File: config.mk
export PLATFORM = sky130hd
export DESIGN_NAME = mem_sp_bank
export DESIGN_NICKNAME = d
export VERILOG_FILES = /design/src/rtl/mem_pkg.sv /design/src/rtl/mem_sp_array.sv /design/src/rtl/mem_sp_bank.sv
export SDC_FILE = /design/constraint.sdc
export NUM_CORES = 1
export LEC_CHECK = 0
export CAP_MARGIN = 20
export CORE_ASPECT_RATIO = 0.5
export CORE_MARGIN = 2
export CORE_UTILIZATION = 50
export DETAILED_ROUTE_END_ITERATION = 16
export HOLD_SLACK_MARGIN = 0.03
export PLACE_DENSITY_LB_ADDON = 0.05
export SLEW_MARGIN = 20
export SYNTH_ARGS = -nofsm -noshare
export SYNTH_HDL_FRONTEND = slang
export SYNTH_SLANG_ARGS = --single-unit
File: constraint.sdc
create_clock -name clk -period 4.64 [get_ports clk]
set_input_delay 0.696 -clock clk [delete_from_list [all_inputs] [get_ports clk]]
set_output_delay 0.696 -clock clk [all_outputs]
set_load 0.02 [all_outputs]
File: src/rtl/mem_pkg.sv
// rtl/mem_pkg.sv - shared types and helpers for the single-port memory bank
//
// Purpose: holds the bank FSM state encoding and the address-width helper
//          used by mem_sp_bank and mem_sp_array.

package mem_pkg;

  typedef enum logic {
    MEM_INIT = 1'b0,
    MEM_RUN  = 1'b1
  } mem_state_e;

  // $clog2(1) is 0, which would give a zero-width address bus.
  function automatic int mem_addr_w(input int depth);
    return (depth < 2) ? 1 : $clog2(depth);
  endfunction

endpackage

File: src/rtl/mem_sp_array.sv
// rtl/mem_sp_array.sv - storage array with byte-enabled write and registered read
//
// Purpose: DATA_W x DEPTH storage, no reset. Callers guarantee addr < DEPTH
//          whenever we or re is asserted.
// Ports:
//   clk    in   clock, rising edge
//   we     in   write strobe
//   be     in   byte enables for the write, bit i covers wdata[8i+7:8i]
//   addr   in   word address for read or write
//   wdata  in   write data
//   re     in   read strobe; rdata holds its value while re is low
//   rdata  out  registered read data

module mem_sp_array #(
  parameter int DATA_W = 32,
  parameter int DEPTH  = 16,
  parameter int ADDR_W = 4,
  localparam int BE_W  = DATA_W / 8
) (
  input  logic              clk,
  input  logic              we,
  input  logic [BE_W-1:0]   be,
  input  logic [ADDR_W-1:0] addr,
  input  logic [DATA_W-1:0] wdata,
  input  logic              re,
  output logic [DATA_W-1:0] rdata
);

  logic [DATA_W-1:0] r_mem [DEPTH];
  logic [DATA_W-1:0] r_rdata;

  always_ff @(posedge clk) begin
    if (we) begin
      for (int i = 0; i < BE_W; i++) begin
        if (be[i]) begin
          r_mem[addr][8*i +: 8] <= wdata[8*i +: 8];
        end
      end
    end
    // Holding rdata when re is low lets the bank keep a stalled response stable.
    if (re) begin
      r_rdata <= r_mem[addr];
    end
  end

  assign rdata = r_rdata;

endmodule

File: src/rtl/mem_sp_bank.sv
// rtl/mem_sp_bank.sv - single-port memory bank with request/response handshake
//
// Purpose: valid/ready request channel (read or byte-enabled write), one-cycle
//          registered read response with backpressure, out-of-range detection,
//          and an INIT_VAL sweep over every word after reset.
// Ports:
//   clk        in   clock, rising edge
//   reset      in   synchronous, active-high reset
//   req_valid  in   request present
//   req_ready  out  request accepted this cycle when req_valid is also high
//   req_we     in   1 = write, 0 = read
//   req_addr   in   word address
//   req_wdata  in   write data
//   req_be     in   write byte enables (ignored on reads)
//   rsp_valid  out  read response present
//   rsp_ready  in   consumer takes the response
//   rsp_rdata  out  read data (0 for out-of-range reads)
//   rsp_err    out  read address was >= DEPTH
//   init_busy  out  init sweep in progress

module mem_sp_bank
  import mem_pkg::*;
#(
  parameter int               DATA_W   = 32,
  parameter int               DEPTH    = 16,
  parameter logic [DATA_W-1:0] INIT_VAL = '0,
  localparam int              BE_W     = DATA_W / 8,
  localparam int              ADDR_W   = mem_addr_w(DEPTH)
) (
  input  logic              clk,
  input  logic              reset,
  input  logic              req_valid,
  output logic              req_ready,
  input  logic              req_we,
  input  logic [ADDR_W-1:0] req_addr,
  input  logic [DATA_W-1:0] req_wdata,
  input  logic [BE_W-1:0]   req_be,
  output logic              rsp_valid,
  input  logic              rsp_ready,
  output logic [DATA_W-1:0] rsp_rdata,
  output logic              rsp_err,
  output logic              init_busy
);

  mem_state_e        r_state, w_state_nxt;
  logic [ADDR_W-1:0] r_ptr, w_ptr_nxt;
  logic              r_rsp_valid;
  logic              r_rsp_err;
  logic              r_rsp_sel;   // 1: response data comes from the array

  logic              w_req_ready;
  logic              w_init_busy;
  logic              w_rd_acc;
  logic              w_in_range;
  logic [31:0]       w_addr_ext;

  logic              w_arr_we;
  logic [BE_W-1:0]   w_arr_be;
  logic [ADDR_W-1:0] w_arr_addr;
  logic [DATA_W-1:0] w_arr_wdata;
  logic              w_arr_re;
  logic [DATA_W-1:0] w_arr_rdata;

  assign w_addr_ext = 32'(req_addr);
  assign w_in_range = (w_addr_ext < 32'(DEPTH));

  always_ff @(posedge clk) begin
    if (reset) begin
      r_state <= MEM_INIT;
      r_ptr   <= '0;
    end else begin
      r_state <= w_state_nxt;
      r_ptr   <= w_ptr_nxt;
    end
  end

  always_comb begin
    w_state_nxt = r_state;
    w_ptr_nxt   = r_ptr;
    w_init_busy = 1'b0;
    w_req_ready = 1'b0;
    w_rd_acc    = 1'b0;
    w_arr_we    = 1'b0;
    w_arr_be    = '0;
    w_arr_addr  = req_addr;
    w_arr_wdata = req_wdata;
    w_arr_re    = 1'b0;
    case (r_state)
      MEM_INIT: begin
        w_init_busy = 1'b1;
        w_arr_we    = 1'b1;
        w_arr_be    = '1;
        w_arr_addr  = r_ptr;
        w_arr_wdata = INIT_VAL;
        w_ptr_nxt   = r_ptr + 1'b1;
        if (r_ptr == ADDR_W'(DEPTH - 1)) begin
          w_state_nxt = MEM_RUN;
        end
      end
      MEM_RUN: begin
        // Writes stall behind a pending response too, keeping ordering trivial.
        w_req_ready = !r_rsp_valid || rsp_ready;
        w_rd_acc    = req_valid && w_req_ready && !req_we;
        w_arr_we    = req_valid && w_req_ready && req_we && w_in_range;
        w_arr_be    = req_be;
        w_arr_re    = w_rd_acc && w_in_range;
      end
      default: begin
        w_state_nxt = MEM_INIT;
      end
    endcase
  end

  always_ff @(posedge clk) begin
    if (reset) begin
      r_rsp_valid <= 1'b0;
      r_rsp_err   <= 1'b0;
      r_rsp_sel   <= 1'b0;
    end else if (w_rd_acc) begin
      r_rsp_valid <= 1'b1;
      r_rsp_err   <= !w_in_range;
      r_rsp_sel   <= w_in_range;
    end else if (rsp_ready) begin
      r_rsp_valid <= 1'b0;
    end
  end

  mem_sp_array #(
    .DATA_W (DATA_W),
    .DEPTH  (DEPTH),
    .ADDR_W (ADDR_W)
  ) u_array (
    .clk   (clk),
    .we    (w_arr_we),
    .be    (w_arr_be),
    .addr  (w_arr_addr),
    .wdata (w_arr_wdata),
    .re    (w_arr_re),
    .rdata (w_arr_rdata)
  );

  // The array has no reset, so the response data is forced to 0 until a real
  // in-range read has loaded it, and for out-of-range reads.
  assign rsp_rdata = r_rsp_sel ? w_arr_rdata : '0;
  assign rsp_valid = r_rsp_valid;
  assign rsp_err   = r_rsp_err;
  assign req_ready = w_req_ready;
  assign init_busy = w_init_busy;

endmodule

==> results of run 1 <==
metal layers:
layer	vias to the layer above	routed length, um	GRT usage
li1	6371	-	-
met1	7267	27400	0.364
met2	562	27000	0.373
met3	56	4930	0.0485
met4	2	813	0.0495
met5	-	11	0
registers in the layout (all words and copies together) (netlist names):
signal / cells
u_array.r_mem: 512
u_array.rdata: 32
r_ptr: 4
r_rsp_sel: 1
r_state: 1
rsp_valid: 1
report_power, final:
| part | internal, mW | switching [mW] | leakage (nW) |
|---|---|---|---|
| combinational | 0.334 | 0.452 | 2.89 |
| sequential | 5.53 | 0.0553 | 4.94 |
| clock | 2.39 | 1.78 | 0.798 |
worst max-delay path: stages (launching register included):
cell and delay, ns:
dfxtp_2 0.87, buf_4 0.41, nand3b_1 0.14, o21ai_2 0.12, buf_4 0.47, nand2_1 0.30
nor2_1 0.73
layout by cell type (no fill, tap or decap), types with 11 or more instances in the layout:
master	instances
a21boi_0	32
nand2_1	69
clkinv_1	11
inv_1	64
o21ai_0	130
nand4_1	32
buf_4	62
clkbuf_16	51
nor2_1	23
o32a_1	32
and2_1	97
clkdlybuf4s50_1	78
o22ai_1	33
o41ai_1	32
o32ai_1	32
a32oi_1	32
nor3_2	16
o21a_1	32
clkinv_2	11
mux4_2	64
nand2b_1	67
a41o_1	32
nor3_1	34
edfxtp_1	544
final timing paths:
check        cells after the start  slack [ns]             endpoint
min reg2reg                      2        0.58            rsp_valid
max                              6        1.20  u_array.r_mem[9][6]
min                              2        0.58            rsp_valid
max reg2reg                      6        1.20  u_array.r_mem[9][6]
stage by stage:
stage          hold WS [ns]   util  cells  power [mW]
2_1_floorplan         0.511      -   1588        6.21
3_3_place_gp          0.526  0.539   2228        6.45
3_5_place_dp          0.573  0.540   2231        6.47
4_1_cts               0.582  0.575   2319        10.6
5_1_grt               0.633  0.576   2319        10.9
6_report              0.579  0.576   2319        10.5
cell usage after synthesis (all sizes together):
master  number  share of area
and3b        1        0.00037
a32oi       32          0.012
inv         65          0.010
nand3        2        0.00042
dfxtp        7         0.0059
a21boi      32          0.010
nor3b        2         0.0011
a21oi        8         0.0017
nand4       32         0.0084
o21a        32          0.010
conb         1        0.00016
nand2b      68          0.018
and2        97          0.026
o21ai      131          0.028
o22a         1        0.00037
o32a        32          0.013
buf         51          0.013
nand2       70          0.011
o41ai       32          0.012
a41o        32          0.013
nand3b       3        0.00095
ha           1        0.00053
xor2         1        0.00037
mux4        64          0.061
a22oi        1        0.00032
or2          1        0.00026
nor2b        3        0.00079
and3         4         0.0011
o22ai       33         0.0087
mux2         1        0.00047
nor2        28         0.0045
o32ai       32          0.012
mux2i        2         0.0014
a22o         1        0.00037
edfxtp     544           0.69
xnor2        1        0.00037
nor3        50          0.011
clkbuf      90          0.014
kinds of logic after synthesis:
family          count (synthesis)
flops                         551
buf+inv                       206
other cells                     1
mux                            67
xor+xnor                        2
simple gates                  361
compound gates                399
fa+ha+maj                       1
area by class of cell:
cell class | count | area share
clock inverters | 32 | 0.0122
clock buffers | 56 | 0.0480
repair buffers | 146 | 0.0490
multi-input cells | 831 | 0.242
flip-flops and latches | 551 | 0.611
inverters | 65 | 0.00904
well taps | 638 | 0.0296
==> impl_metrics.yaml, run 1 <==
drt:
  wirelength_um: 60200
  drtAntennaViolNets: 0
  viasPerCell: 6.15
  dr.pass1.iters: 6
  drtIter0Drc: 1758
  num_vias: 14300
  drc: 0
  wire_per_inst_um: 25.9
cells_and_area:
  area_delta_synth_final_pct: 13.7
  design_area_um2: 27000
  drive_gt1_frac: 0.143
  num-nets-final: 1690
  seq_area_um2: 16500
  diodes: 0
  nFillCells: 3658
  multiInputGateArea_um2: 6520
place:
  place_area_um2: 25300
  hpwlAfterDp_um: 37600
  port-buffer-count: 79
  post-place-ws_ns: 0.842
  gp_congestion: 0.845
setup_path:
  cp.required_ns: 4.84
  start_kind: "register"
  crit_arrival_ns: 3.64
  end_kind: "register"
  crit_fanout: 37
  path_class: "register to register"
  critical_path.startpoint: "r_state"
  r2r_start: "r_state"
clock_network:
  cts_root_buffer: "clkbuf_16"
  htree_num_levels: 2
  clockBufferDepth: 3
  clk_latency_ns: 0.58
  post_cts_buffers: 0
  tritoncts: "built"
  clock_sinks: 551
  hold_buffers: 0
  clk_pin_slew_ns: 0.07
  post_cts_resized: 0
  cts_buffers: 49
sta:
  period_share: 0.741
  setup_viol: 0
  finalSetupTns_ns: 0
  rsz0062_at_grt: "false"
  slew_headroom: 0.258
  worst_clock_skew_ns: 0.0253
  tightest_slew_ns: 1.11
  fmax_ghz: 0.291
  slew_violations: 0
  period_needed_ns: 3.44
  finalWorstSetupSlack_ns: 1.20
  finalHoldViolCount: 0
global_route:
  grt_max_degree: 87
  grt_pass1_wl_um: 89400
  antenna_found_initial: 2
  grt_pass1_vias: 14100
  track_usage: 0.243
  overflow: 0
pwr:
  ir_drop_mv: 0.240
  p_leak_nw: 8.62
  power_density_nw_per_um2: 391
synth:
  synth.area.mux_share: 0.0625
  synth_xor_area_frac: 0.000738
  synth_top_family_by_area: "compound AO/OA/AOI/OAI gates"
  synth_compound_area_frac: 0.122
  synth-seq-cells: 551
  synth_area_um2: 23700
  yosys.area_share.simple: 0.0829
  synth_fp_nets: 1634
  syn_inst: 1588
  yosysWarnings: 0
  yosysUniqueCellTypes: 44
  synthAdderAreaFrac: 0.000527
  synth_area_per_cell_um2: 15.0
  ys_seq_area_frac: 0.694
floorplanning:
  core-area_um2: 46900
  die_width_um: 312
  start_util: 0.507
  fp.dieH_um: 158
  dieArea_um2: 49400
  ios: 81
  fp-row-count: 56
flow_run:
  cap_violations: 0
hold_path:
  min_path_type: "register to register"
  min_from: "rsp_valid"
status:
  status: "finished, final reports clean"
(Power assumes the default switching activity.)
==> run 2: changes to the inputs <==
==> constraint.sdc (replaced) <==
create_clock -name clk -period 3.1 [get_ports clk]
set_input_delay 0.465 -clock clk [delete_from_list [all_inputs] [get_ports clk]]
set_output_delay 0.465 -clock clk [all_outputs]
set_load 0.02 [all_outputs]
==> run 2 against run 1 <==
Against the previous run: worst setup slack got worse by 0.94 ns; clock skew fell by 0.0099 ns; via count rose by 3.2%; total power rose by 47%.
==> impl_metrics.yaml, run 2 (synthesis gave the netlist of run 1 again) <==
place:
  hpwlAfterDp_um: 39600
  port-buffer-count: 79
  place_area_um2: 25900
  gp_congestion: 0.845
  place_inst: 2302
setup_path:
  start_kind: "register"
  crit_arrival_ns: 3.14
  cp.required_ns: 3.39
  critPathMaxStageDelay_ns: 0.79
  crit_chain: "nand2b_2, buf_4, o32ai_1, o41ai_1, buf_4, nand4_1"
  path_buf_inv: 2
  cp_slowest_cell: "o41ai_1"
  crit_fanout: 27
  end_kind: "register"
  path_class: "register to register"
  cp_common_cell: "buf_4"
  cpLargestDelayFamily: "compound AO/OA/AOI/OAI gates"
global_route:
  grt_pass1_vias: 14600
  antenna_found_initial: 1
  grt_pass1_wl_um: 92600
  overflow: 0
  grt_max_degree: 78
  track_usage: 0.254
pwr:
  totalPowerFinal_mw: 15.5
  p_leak_nw: 8.96
  power_density_nw_per_um2: 565
  ir_drop_mv: 0.320
clock_network:
  post_cts_resized: 0
  clock_sinks: 551
  clockBufferDepth: 3
  hold_buffers: 0
  cts_buffers: 48
  tritoncts: "built"
  cts_root_buffer: "clkbuf_16"
  clk_pin_slew_ns: 0.06
  post_cts_buffers: 0
  clk_latency_ns: 0.56
  htree_num_levels: 2
cells_and_area:
  num-nets-final: 1760
  final_cell_mix: "edfxtp_1 (544), o21ai_0 (130), buf_4 (127)"
  final_cells: 2385
  regMostFlops: "u_array.r_mem"
  design_area_um2: 27400
  layout_commonest_cell: "edfxtp_1"
  area_delta_synth_final_pct: 15.6
  diodes: 0
  nFillCells: 3628
  multiInputGateArea_um2: 6440
  largest_register_ffs: 512
  seq_area_um2: 16500
  drive_gt1_frac: 0.165
sta:
  tightest_slew_ns: 0.847
  fmax_ghz: 0.352
  setup_viol: 0
  slew_headroom: 0.436
  period_needed_ns: 2.84
  slew_violations: 0
  period_share: 0.917
  rsz0062_at_grt: "false"
  finalHoldViolCount: 0
  worst_clock_skew_ns: 0.0154
  holdWs_ns: 0.589
drt:
  viasPerCell: 6.17
  wire_per_inst_um: 26.1
  drtAntennaViolNets: 0
  wirelength_um: 62100
  drtIter0Drc: 1875
  num_vias: 14700
  dr.pass1.iters: 6
  drc: 0
flow_run:
  cap_violations: 0
floorplanning:
  fp.dieH_um: 158
  start_util: 0.507
  fp-row-count: 56
  die_width_um: 312
  dieArea_um2: 49400
  ios: 81
  core-area_um2: 46900
status:
  status: "finished, final reports clean"
hold_path:
  min_path_type: "register to register"
==> run 2: cell types whose count changed in the layout (fill, tap and decap cells not counted), sizes merged <==
cell / delta
bufinv: -2
buf: +71
clkinv: -1
clkinvlp: -1
inv: -1
==> run 2: layout make-up <==
type,count,share of cell area
Clock inverter,27,0.00903
Tap cell,638,0.0291
Multi-Input combinational cell,831,0.235
Sequential cell,551,0.601
Inverter,65,0.00889
Timing Repair Buffer,217,0.0719
Clock buffer,56,0.0456
==> run 2: worst paths after layout <==
check                              start  depth (start not counted)  slack, ns                to
worst min register to register  r_ptr[3]                          2       0.59           r_state
worst min-delay path            r_ptr[3]                          2       0.59           r_state
worst max-delay path             r_state                          6       0.26  u_array.rdata[2]
worst max register to register   r_state                          6       0.26  u_array.rdata[2]
==> run 2: layer usage <==
layer	global-route usage	vias up	part of all wire	wire length, um
li1	-	6506	-	-
met1	0.368	7509	0.44	27100
met2	0.409	619	0.47	28900
met3	0.0441	83	0.084	5230
met4	0.0476	0	0.015	945
met5	0	-	0	0
==> run 2: worst reg2reg max path, stage by stage, from the launching register on <==
cell and delay (ns):
dfxtp_2 0.68, nand2b_2 0.26, buf_4 0.38, o32ai_1 0.16, o41ai_1 0.79, buf_4 0.22
nand4_1 0.08
==> run 2: power breakdown <==
group,internal (mW),switching [mW],leakage (nW)
clock,3.29,2.60,0.737
sequential,8.28,0.0611,4.94
combinational,0.549,0.732,3.29
==> run 2: per-stage QoR <==
stage | setup TNS [ns] | setup slack, ns | utilization
6_report | 0 | 0.257 | 0.585
5_1_grt | 0 | 0.0907 | 0.585
4_1_cts | 0 | 0.269 | 0.585
3_5_place_dp | -0.131 | -0.131 | 0.553
3_3_place_gp | -0.0585 | -0.0385 | 0.553
2_1_floorplan | 0 | 0.0825 | -
==> run 3: changes to the inputs <==
--- a/config.mk
+++ b/config.mk
@@ -12,7 +12,7 @@
 export DETAILED_ROUTE_END_ITERATION = 16
 export HOLD_SLACK_MARGIN = 0.03
 export PLACE_DENSITY_LB_ADDON = 0.05
-export SLEW_MARGIN = 20
+export SLEW_MARGIN = 25
 export SYNTH_ARGS = -nofsm -noshare
 export SYNTH_HDL_FRONTEND = slang
 export SYNTH_SLANG_ARGS = --single-unit
==> results of run 3 <==
No change in the layout: final DEF, timing and power equal those of run 2.
